## src/rtl/boreal_adc_frame_capture_pkg.sv

```systemverilog
// Shared constants and FSM state type for the biopotential ADC frame-capture front end.
package boreal_adc_pkg;

    localparam int N_CH        = 8;
    localparam int SAMPLE_W    = 24;
    localparam int STATUS_W    = 24;
    localparam int FRAME_BITS  = 216;
    localparam logic [3:0] SYNC_NIBBLE = 4'hC;
    localparam int PUB_CYCLES  = 16;

    typedef enum logic [2:0] {
        IDLE     = 3'd0,
        CS_SETUP = 3'd1,
        SHIFT    = 3'd2,
        CS_HOLD  = 3'd3,
        CHECK    = 3'd4,
        PUBLISH  = 3'd5
    } adc_state_t;

endpackage

```

## src/rtl/boreal_adc_frame_capture_sync2.sv

```systemverilog
// Generic two-flop synchronizer; resets to 1 so an idle-high strobe never looks like a fall.
module boreal_sync2 (
    input  logic clk,
    input  logic rst_n,
    input  logic d,
    output logic q
);

    logic meta_q;
    logic sync_q;

    always_ff @(posedge clk or negedge rst_n) begin
        if (!rst_n) begin
            meta_q <= 1'b1;
            sync_q <= 1'b1;
        end else begin
            meta_q <= d;
            sync_q <= meta_q;
        end
    end

    assign q = sync_q;

endmodule

```

## src/rtl/boreal_adc_frame_capture.sv

```systemverilog
// SPI frame capture for the 8-channel ADC: shifts in status + samples, checks sync, publishes per channel.
//
// state    | meaning
// IDLE     | waiting for a data-ready fall with en set
// CS_SETUP | chip select low, CLK_DIV cycles before first SCLK edge
// SHIFT    | 216 SCLK periods, MSB first, sample on SCLK fall
// CS_HOLD  | SCLK parked low, CLK_DIV cycles before releasing chip select
// CHECK    | sync nibble test, load raw8/status on a good frame
// PUBLISH  | 16 cycles of per-channel strobes on even slots
module boreal_adc_frame_capture
    import boreal_adc_pkg::*;
#(
    parameter int CLK_DIV  = 4,
    parameter int N_CH     = 8,
    parameter int SAMPLE_W = 24,
    parameter int STATUS_W = 24
) (
    input  logic                       clk,
    input  logic                       rst_n,
    input  logic                       en,
    input  logic                       drdy_n,
    input  logic                       adc_dout,
    output logic                       adc_cs_n,
    output logic                       adc_sclk,
    output logic [N_CH*SAMPLE_W-1:0]   raw8,
    output logic                       adc_valid,
    output logic [2:0]                 ch,
    output logic [STATUS_W-1:0]        status,
    output logic                       busy,
    output logic                       frame_err,
    output logic                       overrun,
    output logic [15:0]                frame_cnt
);

    localparam int         FRAME_W  = STATUS_W + N_CH * SAMPLE_W;
    localparam logic [7:0] DIV_LOAD = 8'(CLK_DIV - 1);
    localparam logic [7:0] BIT_LOAD = 8'(FRAME_W - 1);
    localparam logic [3:0] PUB_LAST = 4'(PUB_CYCLES - 1);

    adc_state_t                  state_q, state_d;
    logic [7:0]                  div_q, div_d;
    logic [7:0]                  bit_q, bit_d;
    logic [3:0]                  pub_k_q, pub_k_d;
    logic [FRAME_W-1:0]          sr_q, sr_d;
    logic                        cs_n_q, cs_n_d;
    logic                        sclk_q, sclk_d;
    logic [N_CH*SAMPLE_W-1:0]    raw8_q, raw8_d;
    logic [STATUS_W-1:0]         status_q, status_d;
    logic                        valid_q, valid_d;
    logic [2:0]                  ch_q, ch_d;
    logic                        busy_q, busy_d;
    logic                        frame_err_q, frame_err_d;
    logic                        overrun_q, overrun_d;
    logic [15:0]                 frame_cnt_q, frame_cnt_d;
    logic                        drdy_prev_q, drdy_prev_d;
    logic                        drdy_sync;
    logic                        drdy_fall;

    boreal_sync2 u_drdy_sync (
        .clk   (clk),
        .rst_n (rst_n),
        .d     (drdy_n),
        .q     (drdy_sync)
    );

    assign drdy_prev_d = drdy_sync;
    assign drdy_fall   = drdy_prev_q & ~drdy_sync;

    always_ff @(posedge clk or negedge rst_n) begin
        if (!rst_n) begin
            state_q     <= IDLE;
            div_q       <= '0;
            bit_q       <= '0;
            pub_k_q     <= '0;
            sr_q        <= '0;
            cs_n_q      <= 1'b1;
            sclk_q      <= 1'b0;
            raw8_q      <= '0;
            status_q    <= '0;
            valid_q     <= 1'b0;
            ch_q        <= '0;
            busy_q      <= 1'b0;
            frame_err_q <= 1'b0;
            overrun_q   <= 1'b0;
            frame_cnt_q <= '0;
            drdy_prev_q <= 1'b1;
        end else begin
            state_q     <= state_d;
            div_q       <= div_d;
            bit_q       <= bit_d;
            pub_k_q     <= pub_k_d;
            sr_q        <= sr_d;
            cs_n_q      <= cs_n_d;
            sclk_q      <= sclk_d;
            raw8_q      <= raw8_d;
            status_q    <= status_d;
            valid_q     <= valid_d;
            ch_q        <= ch_d;
            busy_q      <= busy_d;
            frame_err_q <= frame_err_d;
            overrun_q   <= overrun_d;
            frame_cnt_q <= frame_cnt_d;
            drdy_prev_q <= drdy_prev_d;
        end
    end

    always_comb begin
        state_d     = state_q;
        div_d       = div_q;
        bit_d       = bit_q;
        pub_k_d     = pub_k_q;
        sr_d        = sr_q;
        cs_n_d      = cs_n_q;
        sclk_d      = sclk_q;
        raw8_d      = raw8_q;
        status_d    = status_q;
        valid_d     = 1'b0;
        ch_d        = ch_q;
        frame_err_d = 1'b0;
        frame_cnt_d = frame_cnt_q;
        // A fall outside IDLE is dropped, never queued.
        overrun_d   = drdy_fall && (state_q != IDLE);

        case (state_q)
            IDLE: begin
                if (drdy_fall && en) begin
                    state_d = CS_SETUP;
                    cs_n_d  = 1'b0;
                    div_d   = DIV_LOAD;
                end
            end
            CS_SETUP: begin
                if (div_q == 8'd0) begin
                    state_d = SHIFT;
                    div_d   = DIV_LOAD;
                    bit_d   = BIT_LOAD;
                    sclk_d  = 1'b1;
                end else begin
                    div_d = div_q - 8'd1;
                end
            end
            SHIFT: begin
                if (div_q != 8'd0) begin
                    div_d = div_q - 8'd1;
                end else begin
                    div_d = DIV_LOAD;
                    if (sclk_q) begin
                        // Capture on the same cycle SCLK is driven low.
                        sclk_d = 1'b0;
                        sr_d   = {sr_q[FRAME_W-2:0], adc_dout};
                    end else if (bit_q == 8'd0) begin
                        state_d = CS_HOLD;
                    end else begin
                        bit_d  = bit_q - 8'd1;
                        sclk_d = 1'b1;
                    end
                end
            end
            CS_HOLD: begin
                if (div_q == 8'd0) begin
                    state_d = CHECK;
                    cs_n_d  = 1'b1;
                end else begin
                    div_d = div_q - 8'd1;
                end
            end
            CHECK: begin
                if (sr_q[FRAME_W-1 -: 4] == SYNC_NIBBLE) begin
                    status_d = sr_q[FRAME_W-1 -: STATUS_W];
                    for (int i = 0; i < N_CH; i++) begin
                        raw8_d[i*SAMPLE_W +: SAMPLE_W] =
                            sr_q[FRAME_W-STATUS_W-1-i*SAMPLE_W -: SAMPLE_W];
                    end
                    frame_cnt_d = frame_cnt_q + 16'd1;
                    pub_k_d     = 4'd0;
                    state_d     = PUBLISH;
                end else begin
                    frame_err_d = 1'b1;
                    state_d     = IDLE;
                end
            end
            PUBLISH: begin
                // Odd slots hold ch so the consumer's read-modify-write settles.
                valid_d = ~pub_k_q[0];
                ch_d    = pub_k_q[3:1];
                if (pub_k_q == PUB_LAST) begin
                    state_d = IDLE;
                end else begin
                    pub_k_d = pub_k_q + 4'd1;
                end
            end
            default: begin
                state_d = IDLE;
            end
        endcase

        busy_d = (state_d != IDLE);
    end

    assign adc_cs_n  = cs_n_q;
    assign adc_sclk  = sclk_q;
    assign raw8      = raw8_q;
    assign adc_valid = valid_q;
    assign ch        = ch_q;
    assign status    = status_q;
    assign busy      = busy_q;
    assign frame_err = frame_err_q;
    assign overrun   = overrun_q;
    assign frame_cnt = frame_cnt_q;

endmodule

```

## config.mk

```make
export PLATFORM = sky130hd
export DESIGN_NAME = boreal_adc_frame_capture
export DESIGN_NICKNAME = d
export VERILOG_FILES = /design/src/rtl/boreal_adc_frame_capture_pkg.sv /design/src/rtl/boreal_adc_frame_capture_sync2.sv /design/src/rtl/boreal_adc_frame_capture.sv
export SDC_FILE = /design/constraint.sdc
export NUM_CORES = 1
export LEC_CHECK = 0
export ABC_AREA = 1
export CORE_MARGIN = 2
export CORE_UTILIZATION = 50
export CTS_BUF_LIST = sky130_fd_sc_hd__clkbuf_8
export DETAILED_ROUTE_END_ITERATION = 8
export GPL_ROUTABILITY_DRIVEN = 1
export PLACE_DENSITY_LB_ADDON = 0.3
export SKIP_LAST_GASP = 1
export SYNTH_ARGS = -nofsm -noshare
export SYNTH_HDL_FRONTEND = slang
export SYNTH_HIERARCHICAL = 1
export SYNTH_SLANG_ARGS = --single-unit
```

## constraint.sdc

```tcl
create_clock -name clk -period 1.88 [get_ports clk]
set_input_delay 0.282 -clock clk [delete_from_list [all_inputs] [get_ports clk]]
set_output_delay 0.282 -clock clk [all_outputs]
set_load 0.01 [all_outputs]
```

=== Word level (Yosys, flattened, before mapping) ===
Cells that the tools add are included.

* Register bits after elaboration: 483
* Bits of input ports: 5
* Output and inout port bits: 241
* Word-level logic and storage cells: 93

* Add/subtract/negate cells: 4
* Equal/unequal tests: 16
* Mux-type cells: 32
* Bitwise operators: 4
* Reduce and logical (&&, ||, !) cells: 19

{| class="wikitable"
|+ Operators by type and width
! operator !! count
|-
| $mux W8 || 8
|-
| $pmux W8 S4 || 1
|-
| $mux W3 || 8
|-
| $ne A2 B2 Y1 const B || 9
|-
| $pmux W3 S6 || 1
|-
| $add A16 B1 Y16 const B || 1
|-
| $logic_not A8 Y1 || 2
|-
| $pmux W8 S2 || 1
|-
| $sub A8 B1 Y8 const B || 2
|-
| $reduce_and A3 Y1 || 5
|-
| $eq A4 B4 Y1 const B || 2
|-
| $mux W1 || 8
|-
| $mux W4 || 2
|-
| $pmux W4 S2 || 1
|-
| $reduce_bool A8 Y1 || 1
|-
| $eq A3 B2 Y1 const B || 2
|-
| $eq A3 B3 Y1 const B || 2
|-
| $reduce_bool A2 Y1 || 3
|-
| $reduce_bool A3 Y1 || 2
|-
| $reduce_and A5 Y1 || 1
|-
| $add A4 B1 Y4 const B || 1
|-
| $pmux W1 S2 || 2
|-
| $reduce_bool A4 Y1 || 1
|-
| $eq A3 B1 Y1 const B || 1
|-
| 5 further kinds || 8
|}

=== Logic depth before layout (Yosys ltp) ===
* Depth in word-level cells: 6
* Mapped depth: 10
* Gate-level depth less buffers: 10

=== By module ===
The synthesis kept the hierarchy.

{| class="wikitable"
|+ By module, submodules not included
! module !! times used !! cells an instance !! area each (µm²) !! sequential area each (µm²)
|-
| boreal_adc_frame_capture || 1 || 1973 || 19657.6 || 12039.0
|-
| boreal_sync2 || 1 || 2 || 52.6 || 52.6
|}

=== Least setup slack after synthesis ===
OpenSTA, ideal clock, no wires.

* Path type: register -> register
* From: register div_q[0]
* To: register sr_q[147]
* Library setup time: 0.130 ns
* Arrival time: 1.460 ns
* Required time: 1.750 ns
* Setup slack: 0.290 ns
* Cell stages (with the launch flop): 10
* Path buffers: 2
* Period minus slack after synthesis: 1.590 ns
* Path through: dfrtp_1 inv_1 ha_1 nand3_1 nor2_8 nand2_8 buf_6 buf_6 nand2_1 o21ai_0

* Longest elaborated chain between the ends: 3

{| class="wikitable"
|+ RTL lines
! what !! RTL line !! text
|-
| start, declared || boreal_adc_frame_capture.sv:41 || <nowiki>logic [7:0] div_q, div_d;</nowiki>
|-
| start signal, assigned || boreal_adc_frame_capture.sv:89 || <nowiki>div_q <= div_d;</nowiki>
|-
| $reduce_bool A8 Y1 || boreal_adc_frame_capture.sv:143 || <nowiki>if (div_q != 8'd0) begin</nowiki>
|-
| $not A1 Y1 (no source line) || n/a ||
|-
| $reduce_and A3 Y1 (no source line) || n/a ||
|-
| end signal, assigned || boreal_adc_frame_capture.sv:92 || <nowiki>sr_q <= sr_d;</nowiki>
|-
| end, declared || boreal_adc_frame_capture.sv:44 || <nowiki>logic [FRAME_W-1:0] sr_q, sr_d;</nowiki>
|}

No other way between the ends.
A chain may end at the register's enable or synchronous reset.

=== Worst setup path after layout ===
* From: register raw8_q[123] (netlist: raw8[123])
* To: output raw8[123]

{| class="wikitable"
|+ RTL lines
! what !! RTL line !! text
|-
| start, declared || boreal_adc_frame_capture.sv:47 || <nowiki>logic [N_CH*SAMPLE_W-1:0] raw8_q, raw8_d;</nowiki>
|-
| start signal, assigned || boreal_adc_frame_capture.sv:95 || <nowiki>raw8_q <= raw8_d;</nowiki>
|-
| end, declared || boreal_adc_frame_capture.sv:25 || <nowiki>output logic [N_CH*SAMPLE_W-1:0] raw8,</nowiki>
|}

No word-level cell between the ends.

==> parameters.txt <==
Parameter                              Value

Synth
  Most numerous cell types in the synthesized netlist    nand2_1 (542), dfrtp_1 (479), inv_1 (260)
  Syn Area/Cell    9.98 sq um
  Most used flip-flop cell after synthesis    dfrtp_1
  Synthesized instance count    1975
  Cell with the most instances after synthesis    nand2_1
  Yosys Warn Count    6
  Post-synth EDFFs    0
  Sequential share of the synthesized area    61.3%
  Synth area leader    dfrtp_1
  Distinct cells, synth    32
  Count of state elements after synthesis    483
  Synth Net Count    1986
  Area share of the largest cell type after synthesis    60.8%
  Cell area after synthesis    19700 sq um
  Largest cells by area after synthesis    dfrtp_1 (61%), nand2_1 (10%), o21ai_2 (7.8%)
  Async set or reset register ratio after synthesis    100%

CTS
  Clock input transition at the sequential cells of the worst setup and hold paths    0.06 ns
  CTS tree    built
  Root Buffer Master    clkbuf_8
  Total clock buffers created by CTS    79
  Total number of H-tree levels    3
  CTS Sinks    483
  Insertion delay to the later sink of the worst-skew pair    0.61 ns
  Max Root-Sink Buffers    3

Finish
  Fill cell instance count of the final layout    3193
  Share of post-route cells with drive strength above 1    16.2%
  Post-layout utilization of the core    62.6%
  Synthesis-to-finish area growth    23.0%
  Final net count    2266
  Layout Cell Area excl Fill    24200 sq um
  Non-filler cells, final    2827
  Number of diodes added for antenna fixing    0

Global routing
  Largest net degree at the start of global routing    87
  Antenna violations before repair    0
  Via count of the first global-routing pass    13700
  First-pass GRT wire length    69.1 mm
  Total congestion overflow after global routing    0
  Tot GR Track Use    20.6%

Routing
  Number of iterations in the first detailed-routing pass    5
  Detailed Route WL    41.2 mm
  Number of nets with antenna violations after routing    0
  Vias per std cell    4.85
  DR WL/cell    14.6 microns
  Drt first-iter violations    825
  Count of unresolved DRC violations after routing    0
  Total via count after detailed routing    13700

Flow run
  Max Cap Violations    0

Power
  Power per Cell Area    812 nW/um^2
  Peak VDD IR    0.000689 V
  Overall power consumption    19.7 mW
  Total leakage power    11.5 nW

Worst setup path
  Critical Path Max Stage Delay    0.56 ns
  Launching element type of the critical path    flop
  Data required time of the worst path    1.60 ns
  Crit. End Element    primary output
  Critical path buffers and inverters    1
  Critical-path cell list    clkdlybuf4s50_1
  Startpoint-to-endpoint class of the critical path    flop to primary output
  Top Family by Delay on Critical Path    buffers and inverters
  Crit path max fanout    2
  CP max stage cell    clkdlybuf4s50_1
  Arrival @ worst endpoint    1.53 ns

Floorplanning
  IO Count    246
  Initial cell density of the core    50.9%
  Floorplan core area    38700 sq um
  Die area    41000 sq um
  Die Span Y    203 microns
  Number of rows in the core area    72
  Die boundary width    203 microns

STA
  Post-layout worst setup margin    0.0641 ns
  Fin Setup TNS    0 ns
  Max frequency    551 MHz
  Min Tclk post-route    1.82 ns
  Final setup vio count    0
  Headroom to the max-slew limit    66.0%
  Final-report max-slew violation count    0
  Hold_ws    0.0984 ns
  Final critical-path share of the clock period    96.6%
  Worst clock skew on the final layout    0.0163 ns
  Unrepaired setup endpoints after global routing    true
  Final Hold Viols    0
  Pin slew with the least headroom to its limit    0.509 ns

Placed design
  Cell total after placement    2684
  Routability cong.    0.870
  Post-DP Area    22600 sq um
  Placement-stage worst setup slack    0.000125 ns
  Half-perimeter wire length after placement    27.7 mm
  Number of port buffers    245

Status
  Status    finished clean

Worst hold path
  Worst Hold Class    input port to flop
## path summary, 6_finish.rpt
check / cells past startpoint / start / endpoint / slack [ns]
max: 1 / raw8[123] / raw8[123] / 0.06
min: 1 / drdy_n / u_drdy_sync/meta_q / 0.1
max reg2reg: 8 / state_q[1] / raw8[182] / 0.10
min reg2reg: 0 / u_drdy_sync/meta_q / u_drdy_sync/q / 0.36
max in group asynchronous: 3 / rst_n / raw8[42] / 0.93
min in group asynchronous: 2 / rst_n / status[5] / 0.13
## sequential cells by signal (all words and copies together), names as in the netlist, 3 cells and up
| name | cells |
|---|---|
| state_q | 3 |
| bit_q | 8 |
| div_q | 8 |
| sr_q | 216 |
| status | 24 |
| raw8 | 192 |
| frame_cnt | 16 |
| pub_k_q | 4 |
| ch | 3 |
## power breakdown
group	switching, mW	total, mW	internal [mW]
clock network	3.99	9.01	5.01
registers	0.00204	10.4	10.4
logic	0.213	0.274	0.0606
## layout by cell type (no fill, tap or decap), types with 5 or more instances in the layout
cell type        synthesis  layout
clkdlybuf4s50_1          0     142
clkbuf_8                 0     103
nand2_2                  7       6
nor3_1                  11      10
nand2_1                542     542
o21ai_1                156     156
o21ai_0                109     109
buf_12                   0      20
dfrtp_1                479     475
xor2_1                  11      11
buf_4                    2      26
nand4_1                  6       6
inv_1                  260     283
dlygate4sd2_1            0      80
dlymetal6s2s_1           0      22
nor2_1                  49      49
ha_1                     6       6
o21ai_2                176     176
nand3_1                 28      28
a21oi_1                  5       5
inv_2                    5       5
## cell families (layout without fill, tap and decap cells)
kind of cell	after synthesis	after routing	share of synthesized area, %
buffers and inverters	362	695	9.20
AND/OR/NAND/NOR	661	662	13.6
adder cells (fa/ha/maj)	6	6	0.381
AO/OA/AOI/OAI	449	449	14.8
XOR/XNOR	14	14	0.622
flip-flops	483	483	61.3
## timing repair
| item | in CTS | in global routing |
|---|---|---|
| endpoints found under the hold margin | 335 | 0 |
| cloned | 0 | 2 |
| pin swaps | 0 | 2 |
| buffers inserted | 4 | 1 |
| setup endpoints to repair | 84 | 147 |
| resized for setup | 85 | 24 |
| hold buffers | 1 | 0 |
## layout make-up
class	count	area (sq um)	share of cell area, %
clock inverters	32	168	0.691
well taps	518	648	2.67
inverters	265	995	4.10
repair buffers	295	3080	12.7
flip-flops and latches	483	12100	49.9
clock buffers	103	1420	5.85
multi-input cells	1131	5840	24.1
## metal layers
layer	track usage, %	wire [microns]	vias to the layer above
met1	28.5	18700	6614
met3	4.56	2060	52
met4	6.65	721	0
met2	32.7	19700	273
met5	0	0	-
li1	-	-	6776
Power figures use the tool's default switching activity.
